==> config.mk <==
export PLATFORM = sky130hd
export DESIGN_NAME = serial_add_ctrl
export DESIGN_NICKNAME = d
export VERILOG_FILES = /design/src/rtl/serial_add_ctrl.sv
export SDC_FILE = /design/constraint.sdc
export NUM_CORES = 1
export LEC_CHECK = 0
export CAP_MARGIN = 30
export CORE_MARGIN = 2
export CORE_UTILIZATION = 23
export CTS_CLUSTER_SIZE = 40
export DETAILED_ROUTE_END_ITERATION = 7
export GPL_TIMING_DRIVEN = 0
export PLACE_DENSITY = 0.49
export SYNTH_ARGS = -nofsm -noshare
export SYNTH_HDL_FRONTEND = slang
export SYNTH_SLANG_ARGS = --single-unit
export TNS_END_PERCENT = 30
==> constraint.sdc <==
create_clock -name clk -period 1.7 [get_ports clk]
set_input_delay 0.17 -clock clk [delete_from_list [all_inputs] [get_ports clk]]
set_output_delay 0.17 -clock clk [all_outputs]
set_load 0.005 [all_outputs]
==> src/rtl/serial_add_ctrl.sv <==
// Bit-serial adder: a+b+cin is formed LSB first through a single full adder,
// sequenced by an IDLE/ADD/DONE controller. One result every WIDTH+2 cycles.

module full_adder (
  input  logic a,
  input  logic b,
  input  logic ci,
  output logic s,
  output logic co
);
  assign s  = a ^ b ^ ci;
  assign co = (a & b) | (ci & (a ^ b));
endmodule

module serial_add_ctrl #(
  parameter int WIDTH = 8
) (
  input  logic             clk,
  input  logic             rst_n,
  input  logic             start,
  input  logic [WIDTH-1:0] a,
  input  logic [WIDTH-1:0] b,
  input  logic             cin,
  output logic             busy,
  output logic             done,
  output logic [WIDTH-1:0] sum,
  output logic             cout
);

  localparam int CNT_W = (WIDTH > 1) ? $clog2(WIDTH) : 1;

  typedef enum logic [1:0] {IDLE, ADD, DONE} state_t;

  state_t             state, state_nxt;
  logic [WIDTH-1:0]   a_sh, b_sh, res_sh, res_nxt;
  logic               carry;
  logic [CNT_W-1:0]   cnt;
  logic               fa_s, fa_co;
  logic               last_bit;

  full_adder u_fa (
    .a  (a_sh[0]),
    .b  (b_sh[0]),
    .ci (carry),
    .s  (fa_s),
    .co (fa_co)
  );

  assign last_bit = (cnt == CNT_W'(WIDTH - 1));

  // New sum bit enters at the MSB so the LSB-first stream lands in place after WIDTH shifts.
  always_comb begin
    res_nxt = (res_sh >> 1) | (WIDTH'(fa_s) << (WIDTH - 1));
  end

  always_comb begin
    state_nxt = state;
    case (state)
      IDLE:    if (start) state_nxt = ADD;
      ADD:     if (last_bit) state_nxt = DONE;
      DONE:    state_nxt = IDLE;
      default: state_nxt = IDLE;
    endcase
  end

  always_ff @(posedge clk or negedge rst_n) begin
    if (!rst_n) begin
      state <= IDLE;
      carry <= 1'b0;
      cnt   <= '0;
      sum   <= '0;
      cout  <= 1'b0;
    end else begin
      state <= state_nxt;
      case (state)
        IDLE: begin
          if (start) begin
            carry <= cin;
            cnt   <= '0;
          end
        end
        ADD: begin
          carry <= fa_co;
          cnt   <= cnt + CNT_W'(1);
          if (last_bit) begin
            sum  <= res_nxt;
            cout <= fa_co;
          end
        end
        default: ;
      endcase
    end
  end

  // Operand and partial-result shifters carry no reset; they are only observed through sum/cout.
  always_ff @(posedge clk) begin
    if (state == IDLE && start) begin
      a_sh <= a;
      b_sh <= b;
    end else if (state == ADD) begin
      a_sh   <= a_sh >> 1;
      b_sh   <= b_sh >> 1;
      res_sh <= res_nxt;
    end
  end

  assign busy = (state != IDLE);
  assign done = (state == DONE);

endmodule
==> summary.txt <==
Clocking
  – Clk buf depth: 2
  – Reg clk slew, reported paths: 0.08 ns
  – TritonCTS Buffers: 5
  – Sink Count: 38
  – H-tree depth: 2
  – CTS Root Buffer Type: clkbuf_8
  – CTS tree: yes
  – Clock Latency Late Sink: between 0.2 and 0.3 ns

Synth
  – Syn nets: between 100 and 150
  – Synth unique cells: 21
  – Ys async rst share: 0.395
  – Post-synth EDFFs: 23
  – Top cell type by total area after synthesis: edfxtp_1
  – Primary FF master, synth: edfxtp_1
  – Post-synthesis register bit count: 38
  – Syn Std Cell Area: roughly 1600 µm²
  – Synth top cells by count: edfxtp_1, mux2_2, dfrtp_1
  – Fraction of the yosys area taken by sequential cells: 0.672
  – Syn Area/Cell: between 15 and 20 µm²
  – Synthesized instance count: 88
  – Top cell type's share of synthesized area: 0.435
  – Synth top area cells: edfxtp_1, dfrtp_1, mux2_2
  – Top-count cell post-synth: edfxtp_1
  – Syn. warnings: 0

Routing
  – Routed len/inst: between 10 and 15 µm
  – Drt pass-1 iters: 4
  – Vias: ~850
  – Drt total wl: between 2000 and 3000 µm
  – Antenna Nets Post-Route: 0
  – Drt first-iter violations: between 50 and 60
  – Residual DRC: 0
  – Vias per cell: a little over 4

STA
  – Crit path setup slack, layout: approximately 0.11 ns
  – RSZ-0062 raised after global routing: false
  – Rel. slew slack: 0.528
  – Max Clk Rate: 0.628 GHz
  – Min Tclk post-route: approximately 1.6 ns
  – Hold Vio Cnt, Final: 0
  – Fin. max-slew vios: 0
  – Hold slack: between 0.3 and 0.4 ns
  – Worst-margin pin slew: approximately 0.71 ns
  – Setup violators final: 0
  – Worst Skew: between 0.006 and 0.007 ns
  – Fin crit share: 0.936

Global route
  – Initial antenna violation count: 0
  – GR Overflow Total: 0
  – First-pass GRT wire length: approximately 4200 µm
  – Largest net degree at the start of global routing: 17
  – Vias in the first global route: ~900
  – Total global-route track usage: 0.0743

Setup path
  – Setup CP Type: flip-flop to output pin
  – Crit end category: output pin
  – Critical Path Source: state[0]
  – Startpoint Class: flip-flop
  – Worst path arrival time: 1.42 ns
  – RR Endpoint: sum[5]
  – Worst reg2reg path depth: 5
  – R2r setup slk: around 0.15 ns
  – CP Max Fanout: 9
  – CP Data Required Time: around 1.5 ns
  – Worst r2r src: cnt[0]

Placed design
  – Dpl hpwl: roughly 1900 µm
  – GPL Wtd Cong: roughly 0.68
  – PortBufs: 30
  – Pre-CTS WS: -0.247 ns

Flow run
  – Max-cap violations: 0

Pwr
  – Clock Power Share: 0.178
  – Reg power frac: 0.490
  – Sw Pwr: 0.927 mW
  – Lkg Pwr: about 0.84 nW
  – Int Power: approximately 2.7 mW
  – Power Density: around 1700 nW/µm²
  – Power share of the combinational group: 0.332
  – VDD IR max: around 0.50 mV
  – Net Sw Frac: 0.258

Run status
  – Status: completed

Die
  – Core area: about 6700 µm²
  – Die Span X: slightly below 90 µm
  – Site row count: 30
  – Die area: 7580 µm²
  – Initial Util: 0.236
  – Die Y: roughly 87 µm
  – Ports: 31

Cells and area
  – Antenna fix cells: 0
  – Layout Nets: roughly 150
  – Area added between synthesis and finish: 33.0%
  – Fillers: 675
  – Share of cells above drive strength 1: 0.333

Min path
  – Hold Path Class: input port to async pin
[flip-flops by register name, indices dropped and copies added, names as in the netlist]
| signal | count |
|---|---|
| a_sh | 8 |
| carry | 1 |
| sum | 8 |
| b_sh | 8 |
| state | 2 |
| cout | 1 |
| res_sh | 7 |
| cnt | 3 |
[metal layers]
metal / wire (µm) / GRT usage / vias up
li1: - / - / 405
met1: 1190 / 0.0902 / 413
met2: 1210 / 0.119 / 30
met3: 202 / 0.0341 / 0
met4: 0 / 0.0213 / 0
met5: 0 / 0 / -
[kinds of logic (layout without fill, tap and decap cells)]
logic type	after synthesis	count (layout)	share of synthesized area
flip-flops	38	38	0.672
multiplexers	24	24	0.189
AND/OR/NAND/NOR	10	10	0.0497
buffers and inverters	8	49	0.0363
AO/OA/AOI/OAI	5	5	0.0244
adder cells (fa/ha/maj)	3	3	0.0284
[how the worst max path moves through the flow]
stage | slack, ns | cells past startpoint | endpoint
finish | 0.11 | 3 | done
global placement | -0.27 | 4 | a_sh[4]
global route | 0.05 | 3 | done
detailed placement | -0.25 | 4 | a_sh[5]
CTS | 0.07 | 3 | a_sh[7]
floorplan | 0.14 | 4 | a_sh[0]
[critical path: stages (launching register included)]
cell,delay [ns]
dfrtp_1,0.38
buf_6,0.14
nor2b_1,0.12
clkdlybuf4s50_1,0.51
[repair_timing]
| action | 4_1_cts | 5_1_grt |
|---|---|---|
| pin swaps | 1 | 0 |
| gates resized for setup | 1 | 3 |
| hold buffers | 0 | 0 |
| buffers inserted | 2 | 1 |
| setup endpoints to repair | 9 | 18 |
[area by class of cell]
type	count	area, µm²	area share
plain buffers	4	45.0	0.0213
repair buffers	33	322	0.152
well taps	80	100	0.0474
flip-flops and latches	38	1070	0.505
clock inverters	2	11.3	0.00533
multi-input cells	42	465	0.221
clock buffers	6	82.6	0.0391
inverters	4	18.8	0.00889
[metrics by stage]
| step | cells | utilization | setup TNS (ns) | total power [mW] | cell area, µm² |
|---|---|---|---|---|---|
| 2_1_floorplan | 88 | - | 0 | 2.49 | 1590 |
| 3_3_place_gp | 198 | 0.296 | -3.66 | 2.94 | 1990 |
| 3_5_place_dp | 198 | 0.296 | -3.78 | 2.98 | 1990 |
| 4_1_cts | 208 | 0.312 | 0 | 3.64 | 2090 |
| 5_1_grt | 209 | 0.314 | 0 | 3.86 | 2110 |
| 6_report | 209 | 0.314 | 0 | 3.60 | 2110 |
[power by group through the flow]
stage,sequential [mW],combinational [mW],clock (mW)
after global placement,1.78,1.16,0
after floorplan,1.75,0.747,0
after global routing,1.82,1.33,0.711
after detailed placement,1.79,1.19,0
final,1.76,1.19,0.641
after CTS,1.78,1.20,0.666
[cell usage in the layout, fill, tap and decap left out, types with 2 or more instances in the layout]
cell type / n
mux2_4: 8
mux2_2: 16
nand2b_1: 2
dfrtp_1: 15
clkbuf_8: 6
inv_1: 3
buf_4: 3
buf_6: 2
and2_1: 2
ha_1: 2
edfxtp_1: 23
clkdlybuf4s50_1: 29
a22o_1: 2
Power figures use the tool's default switching activity.
